$ cat src/rtl/pcs_pkg.sv
// Shared PCS constants and the transmit gearbox state type.
package pcs_pkg;

  localparam int BLOCK_W = 66;
  localparam int LANE_W  = 32;
  localparam int BUF_W   = 128;
  localparam int CNT_W   = 8;

  // Highest fill level that still leaves room for one more whole block.
  localparam int READY_MAX = BUF_W - BLOCK_W;

  typedef enum logic {
    FILL = 1'b0,
    RUN  = 1'b1
  } tx_gb_state_t;

endpackage

$ cat src/rtl/tx_gearbox.sv
// 66-bit block to 32-bit lane gearbox: blocks are packed LSB-first into a
// shift buffer and drained one 32-bit word per lane_ready cycle.
module tx_gearbox
  import pcs_pkg::*;
(
  input  logic                clk,
  input  logic                reset_n,
  input  logic [BLOCK_W-1:0]  data_in,
  input  logic                valid_in,
  output logic                ready_out,
  input  logic                lane_ready,
  output logic [LANE_W-1:0]   data_out,
  output logic                valid_out,
  output logic                underrun,
  output logic                state_dbg,
  output logic [CNT_W-1:0]    cnt_dbg
);

  // Handshake: a block transfers on any rising edge where valid_in && ready_out;
  // ready_out never looks at valid_in, and a word leaves whenever lane_ready
  // is high and at least one full lane word is buffered.

  tx_gb_state_t       state, state_next;
  logic [BUF_W-1:0]   buf_q;
  logic [BUF_W-1:0]   buf_next;
  logic [CNT_W-1:0]   cnt;
  logic [CNT_W-1:0]   cnt_after;
  logic [CNT_W-1:0]   cnt_next;
  logic               emit;
  logic               accept;

  assign emit      = lane_ready && (cnt >= CNT_W'(LANE_W));
  assign cnt_after = emit ? (cnt - CNT_W'(LANE_W)) : cnt;
  assign ready_out = (cnt_after <= CNT_W'(READY_MAX));
  assign accept    = valid_in && ready_out;
  assign cnt_next  = cnt_after + (accept ? CNT_W'(BLOCK_W) : CNT_W'(0));

  // Bits above cnt are always zero, so the new block can simply be ORed in
  // directly above whatever survives this cycle's drain.
  always_comb begin
    buf_next = emit ? (buf_q >> LANE_W) : buf_q;
    if (accept) begin
      buf_next = buf_next | ({{(BUF_W-BLOCK_W){1'b0}}, data_in} << cnt_after);
    end
  end

  always_comb begin
    state_next = state;
    case (state)
      FILL:    if (emit) state_next = RUN;
      RUN:     state_next = RUN;
      default: state_next = FILL;
    endcase
  end

  always_ff @(posedge clk or negedge reset_n) begin
    if (!reset_n) begin
      state <= FILL;
    end else begin
      state <= state_next;
    end
  end

  always_ff @(posedge clk or negedge reset_n) begin
    if (!reset_n) begin
      buf_q     <= '0;
      cnt       <= '0;
      data_out  <= '0;
      valid_out <= 1'b0;
      underrun  <= 1'b0;
    end else begin
      buf_q     <= buf_next;
      cnt       <= cnt_next;
      valid_out <= emit;
      if (emit) begin
        data_out <= buf_q[LANE_W-1:0];
      end
      // Start-up shortfall in FILL is expected and never flagged.
      underrun <= (state == RUN) && lane_ready && (cnt < CNT_W'(LANE_W));
    end
  end

  assign state_dbg = state;
  assign cnt_dbg   = cnt;

endmodule
$ cat config.mk
export PLATFORM = sky130hd
export DESIGN_NAME = tx_gearbox
export DESIGN_NICKNAME = d
export VERILOG_FILES = /design/src/rtl/pcs_pkg.sv /design/src/rtl/tx_gearbox.sv
export SDC_FILE = /design/constraint.sdc
export NUM_CORES = 1
export LEC_CHECK = 0
export CAP_MARGIN = 20
export CORE_MARGIN = 3
export CORE_UTILIZATION = 58
export CTS_CLUSTER_DIAMETER = 50
export DETAILED_ROUTE_END_ITERATION = 6
export GPL_TIMING_DRIVEN = 1
export PLACE_DENSITY_LB_ADDON = 0.25
export SYNTH_ARGS = -nofsm -noshare
export SYNTH_HDL_FRONTEND = slang
export SYNTH_SLANG_ARGS = --single-unit
$ cat constraint.sdc
create_clock -name clk -period 2.5 [get_ports clk]
set_input_delay 0.375 -clock clk [delete_from_list [all_inputs] [get_ports clk]]
set_output_delay 0.375 -clock clk [all_outputs]
set_load 0.02 [all_outputs]
After elaboration in Yosys (flattened, before gate mapping)
Index checks and enable logic that the tools add are counted.
{ "totals": {"register_bits": 171, "input_bits": 70, "output_inout_bits": 44, "elab_cells": 24} }
{ "classes": {"n_addsub": 2, "n_lt_le_gt_ge": 3, "shifts": 1, "muxes": 6, "bitwise_logic": 2, "reduce_logical": 4} }
{ "op_table": {"columns": ["op", "count"], "rows": [
  ["2-to-1 mux 128 bit", 2],
  ["OR 128 bit", 1],
  ["left shift 66 x 8 -> 128 bit", 1],
  ["adder 8 x 7 -> 8 bit", 1],
  ["greater-or-equal comparator 8 x 6 -> 1 bit (second input constant)", 1],
  ["less-or-equal comparator 8 x 6 -> 1 bit (second input constant)", 1],
  ["< comparator 8 x 6 -> 1 bit (second input constant)", 1],
  ["2-to-1 mux 8 bit", 1],
  ["subtractor 8 x 6 -> 8 bit (second input constant)", 1],
  ["2-to-1 mux 7 bit", 1],
  ["logical AND 1 bit", 4],
  ["case mux 1 bit (2 select lines)", 1],
  ["2-to-1 mux 1 bit", 1],
  ["NOT 1 bit", 1]
]} }

Logic depth before layout (Yosys ltp)
Gate-level depths: netlist (run 1).
{ "logic_depth": {"depth_word": 7, "depth_mapped": 12, "depth_no_buf": 12} }

Least setup slack after synthesis (run 1)
Ideal clock, no wire load.
{ "synth_timing": {"path_kind": "register to register", "start": "reg cnt[5] (netlist: cnt_dbg[5])", "end": "reg cnt[7] (netlist: cnt_dbg[7])", "arrival_ps": 2584, "required_time_ps": 2421, "path_slack_ps": -163, "path_stages_with_launch": 13, "period_less_slack_ps": 2663, "cell_sequence": "dfrtp_1 > inv_1 > ha_1 > xnor2_1 > and3_1 > or3_1 > nand2_1 > inv_2 > ha_1 > ha_1 > nand2_1 > nor3b_1 > mux2i_1"} }
{ "synth_between": {"elab_chain_len": 7, "word_cells_on_any_way": 8} }
{ "synth_rtl": {"columns": ["element", "line_no", "text"], "rows": [
  ["start: declaration", "tx_gearbox.sv:26", "logic [CNT_W-1:0] cnt;"],
  ["start signal: assignment", "tx_gearbox.sv:73", "cnt <= cnt_next;"],
  ["greater-or-equal comparator 8 x 6 -> 1 bit", "tx_gearbox.sv:32", "assign emit = lane_ready && (cnt >= CNT_W'(LANE_W));"],
  ["logical AND 1 bit", "tx_gearbox.sv:32", null],
  ["2-to-1 mux 8 bit (*)", "tx_gearbox.sv:33", "assign cnt_after = emit ? (cnt - CNT_W'(LANE_W)) : cnt;"],
  ["less-or-equal comparator 8 x 6 -> 1 bit (*)", "tx_gearbox.sv:34", "assign ready_out = (cnt_after <= CNT_W'(READY_MAX));"],
  ["via ready_out", "tx_gearbox.sv:10", "output logic ready_out,"],
  ["logical AND 1 bit (*)", "tx_gearbox.sv:35", "assign accept = valid_in && ready_out;"],
  ["2-to-1 mux 7 bit (*)", "tx_gearbox.sv:36", "assign cnt_next = cnt_after + (accept ? CNT_W'(BLOCK_W) : CNT_W'(0));"],
  ["adder 8 x 7 -> 8 bit (*)", "tx_gearbox.sv:36", null],
  ["via cnt_next[7]", "tx_gearbox.sv:28", "logic [CNT_W-1:0] cnt_next;"]
]} }
The timed path passes the listed nets; every way through them passes the cells marked *.
A chain may end at the register's enable or synchronous reset.

Worst setup path in the final report (run 1)
{ "layout_timing": {"start": "reg cnt[3] (netlist: cnt_dbg[3])", "end": "reg buf_q[69]"} }
{ "layout_between": {"elab_chain_len": 6, "word_cells_on_any_way": 10} }
{ "layout_rtl": {"columns": ["element", "line_no", "text"], "rows": [
  ["greater-or-equal comparator 8 x 6 -> 1 bit", "tx_gearbox.sv:32", null],
  ["logical AND 1 bit", "tx_gearbox.sv:32", null],
  ["2-to-1 mux 8 bit", "tx_gearbox.sv:33", null],
  ["left shift 66 x 8 -> 128 bit / less-or-equal comparator 8 x 6 -> 1 bit (equally long branches)", "tx_gearbox.sv:43, tx_gearbox.sv:34", null],
  ["OR 128 bit / logical AND 1 bit (equally long branches)", "tx_gearbox.sv:43, tx_gearbox.sv:35", null],
  ["2-to-1 mux 128 bit (*)", "tx_gearbox.sv:42", "if (accept) begin"],
  ["via buf_next[69]", "tx_gearbox.sv:25", "logic [BUF_W-1:0] buf_next;"],
  ["end signal: assignment", "tx_gearbox.sv:72", "buf_q <= buf_next;"],
  ["end: declaration", "tx_gearbox.sv:24", "logic [BUF_W-1:0] buf_q;"]
]} }
Marked as above.

==> results of run 1 <==
==> layer usage <==
| metal | vias to the layer above | GRT usage [%] | wire length, µm |
|---|---|---|---|
| li1 | 4538 | - | - |
| met1 | 4904 | 49.4 | 14300 |
| met2 | 655 | 51.3 | 15400 |
| met3 | 115 | 6.89 | 3490 |
| met4 | 0 | 15.7 | 1710 |
| met5 | - | 0 | 0 |
==> power by group through the flow <==
| stage | sequential (W) | combinational, W | clock, W |
|---|---|---|---|
| 4_1_cts | 0.00460 | 0.0120 | 0.00289 |
| 3_3_place_gp | 0.00459 | 0.0117 | 0 |
| 5_1_grt | 0.00475 | 0.0132 | 0.00300 |
| 6_report | 0.00462 | 0.0124 | 0.00289 |
| 2_1_floorplan | 0.00487 | 0.00729 | 0 |
| 3_5_place_dp | 0.00463 | 0.0119 | 0 |
==> cell usage after synthesis (10+ instances only) <==
| library cell | number | area share, % |
|---|---|---|
| mux4_1 | 10 | 2.4 |
| dfrtp_1 | 170 | 39 |
| buf_4 | 14 | 0.97 |
| nor2_1 | 126 | 4.4 |
| a32o_1 | 13 | 1.2 |
| nand2_1 | 195 | 6.8 |
| a31oi_1 | 10 | 0.58 |
| a22oi_1 | 14 | 0.97 |
| mux2_2 | 51 | 5.3 |
| buf_2 | 41 | 1.9 |
| clkbuf_1 | 29 | 1.0 |
| a22o_1 | 12 | 0.97 |
| o221ai_1 | 50 | 4.1 |
| nand3_1 | 16 | 0.74 |
| o21ai_0 | 59 | 2.7 |
| mux2i_1 | 117 | 11 |
| a221oi_1 | 12 | 0.97 |
| o22a_1 | 10 | 0.81 |
| o22ai_1 | 50 | 2.9 |
| a21oi_1 | 23 | 1.1 |
==> worst reg2reg max path: stages, from the launching register on <==
cell      delay, ns
dfrtp_4        0.44
buf_12         0.23
buf_4          0.23
inv_1          0.16
o311ai_1       0.79
o21ai_0        0.28
o221ai_1       0.24
==> sequential cells by signal, indices dropped and copies added (netlist names) <==
| register | count |
|---|---|
| buf_q | 128 |
| data_out | 32 |
| cnt_dbg | 7 |
| state_dbg | 1 |
| underrun | 1 |
| valid_out | 1 |
==> per-stage QoR <==
step	worst slack [ns]	cells	util, %
final	0.0574	1519	72.7
after global routing	-0.0249	1519	72.7
after CTS	0.0176	1516	72.4
after detailed placement	0.0325	1481	68.8
after global placement	0.116	1481	68.8
after floorplan	0.0328	1146	-
==> cells by family (layout without fill, tap and decap cells) <==
family	count (synthesis)	count (layout)	synth area share [%]
adder cells (fa/ha/maj)	4	4	0.464
buffers and inverters	107	251	5.48
AND/OR/NAND/NOR	373	373	14.2
flip-flops	170	170	39.4
AO/OA/AOI/OAI	302	302	20.3
multiplexers	183	183	19.6
XOR/XNOR	6	6	0.487
other	1	1	0.0347
==> final timing paths <==
check | from | endpoint | slack, ns
worst max-delay path | cnt_dbg[3]$_DFF_PN0_ | buf_q[69]$_DFF_PN0_ | 0.06
worst min-delay path | reset_n | data_out[7]$_DFFE_PN0P_ | 0.46
worst max register to register | cnt_dbg[3]$_DFF_PN0_ | buf_q[69]$_DFF_PN0_ | 0.06
worst min register to register | buf_q[17]$_DFF_PN0_ | data_out[17]$_DFFE_PN0P_ | 0.46
max in group asynchronous | reset_n | buf_q[27]$_DFF_PN0_ | 1.32
min in group clk | buf_q[17]$_DFF_PN0_ | data_out[17]$_DFFE_PN0P_ | 0.46
==> layout make-up <==
type | count | share of cell area (%)
clock inverter | 13 | 1.43
tap | 229 | 2.17
inverter | 8 | 0.228
clock buffer | 19 | 3.36
sequential | 170 | 32.3
timing repair buffer | 211 | 15.1
multi-input combinational | 869 | 45.3
==> what timing repair did <==
| action | 4_1_cts | 5_1_grt |
|---|---|---|
| setup buffers | 2 | 2 |
| gates resized for setup | 3 | 8 |
| endpoints found under the hold margin | 54 | 0 |
| pin swaps | 0 | 1 |
| cloned | 0 | 1 |
| hold buffers | 1 | 0 |
| setup endpoints to repair | 1 | 10 |
==> results.ini, run 1 <==
[floorplanning]
io_pins=114
die_area_um2=20300
start_util_pct=59.5
die_h_um=142
core_area_um2=18100
die_w_um=142
rows=49

[synthesis]
synth-edff-count=0
synth-async-reset-ratio_pct=100
synth_cell_types=64
syn_area_per_cell_um2=9.42
ys_warn_count=0
synth_top_flop_cell=dfrtp_1
ys_ff_latch=170
syn-cell-area_um2=10800
synth_nets=1220
yosysSeqAreaShare_pct=39.4
synthCells=1146

[drt]
drc_errors=0
vias=10212
ant_nets=0
dr.pass1.iters=6
wl_um=34900
vias_per_cell=6.72
drtIter0Drc=1324
wl_per_cell_um=23.0

[clock_network]
clock_latency_ns=0.44
clockBufferDepth=2
clock-root-buffer=clkbuf_16
h-tree-depth=4
numCtsBuffers=17
cts_tree=done
cts_sinks=170
path_clk_slew_ns=0.07

[timing]
slew_headroom_pct=40.9
fin_skew_ns=0.0113
timing.setup.tns_ns=0
setup_viol_count_final=0
worstMarginPinSlew_ns=0.872
slew_violations=0
fin_crit_ns=2.44
period_share_pct=97.7
hold_violations=0
max_freq_mhz=409
hold-worst-slack_ns=0.463

[global_routing]
grt_max_degree=69
grt_pass1_wl_um=54200
grt_pass1_vias=9480
antenna_found_initial=0
track_usage_pct=34.6
overflow=0

[critical_path]
cpPeakStageDelay_ns=0.79
required_ns=2.86
r2r_cells=6
slowest_stage=o311ai_1
worst_setup_path_end_kind=flop
crit_type=flop to flop
crit_fanout=31
critPathBufInv=3
crit_chain=buf_12, buf_4, inv_1, o311ai_1, o21ai_0, o221ai_1
start_kind=flop
crit_family=compound AO/OA/AOI/OAI gates
cp.arrival_ns=2.80
cp_num_cells=6

[power]
swShare_pct=46.6
pwr-share-clk_pct=14.5
ir_drop_mv=0.815
p_int_w=0.0107
p_leak_nw=5.83
power_frac_seq_pct=23.2
combPwrFrac_pct=62.4
power_w=0.0200
switchingPower_w=0.00929
pwr_density_cell_nw_per_um2=1510

[placement]
gp_congestion=0.976
hpwl_um=25400
place_area_um2=12500
numPortBuffers=112

[cells_and_area]
mostFrequentLayoutCells=nand2_1 (194), dfrtp_1 (165), nor2_1 (125)
fin_area_um2=13200
layout_commonest_cell=nand2_1
syn_to_final_growth_pct=22.2
layout.nets=1351
ff_latch_area_um2=4270
num-fill-cells=1396
antennaDiodeCount=0
multi_input_area_um2=5980
drive_above_1_share_pct=16.7

[outcome]
status=complete, no violations

[min_path]
hp-class=input port to asynchronous set/reset pin

[run]
drv_cap=0

Note: power is estimated with default switching activity, not from simulation.
==> inputs of run 2 (changes only) <==
SLEW_MARGIN = 5   (was unset)
==> results of run 2 <==
No change in the layout: final DEF, timing and power equal those of run 1.
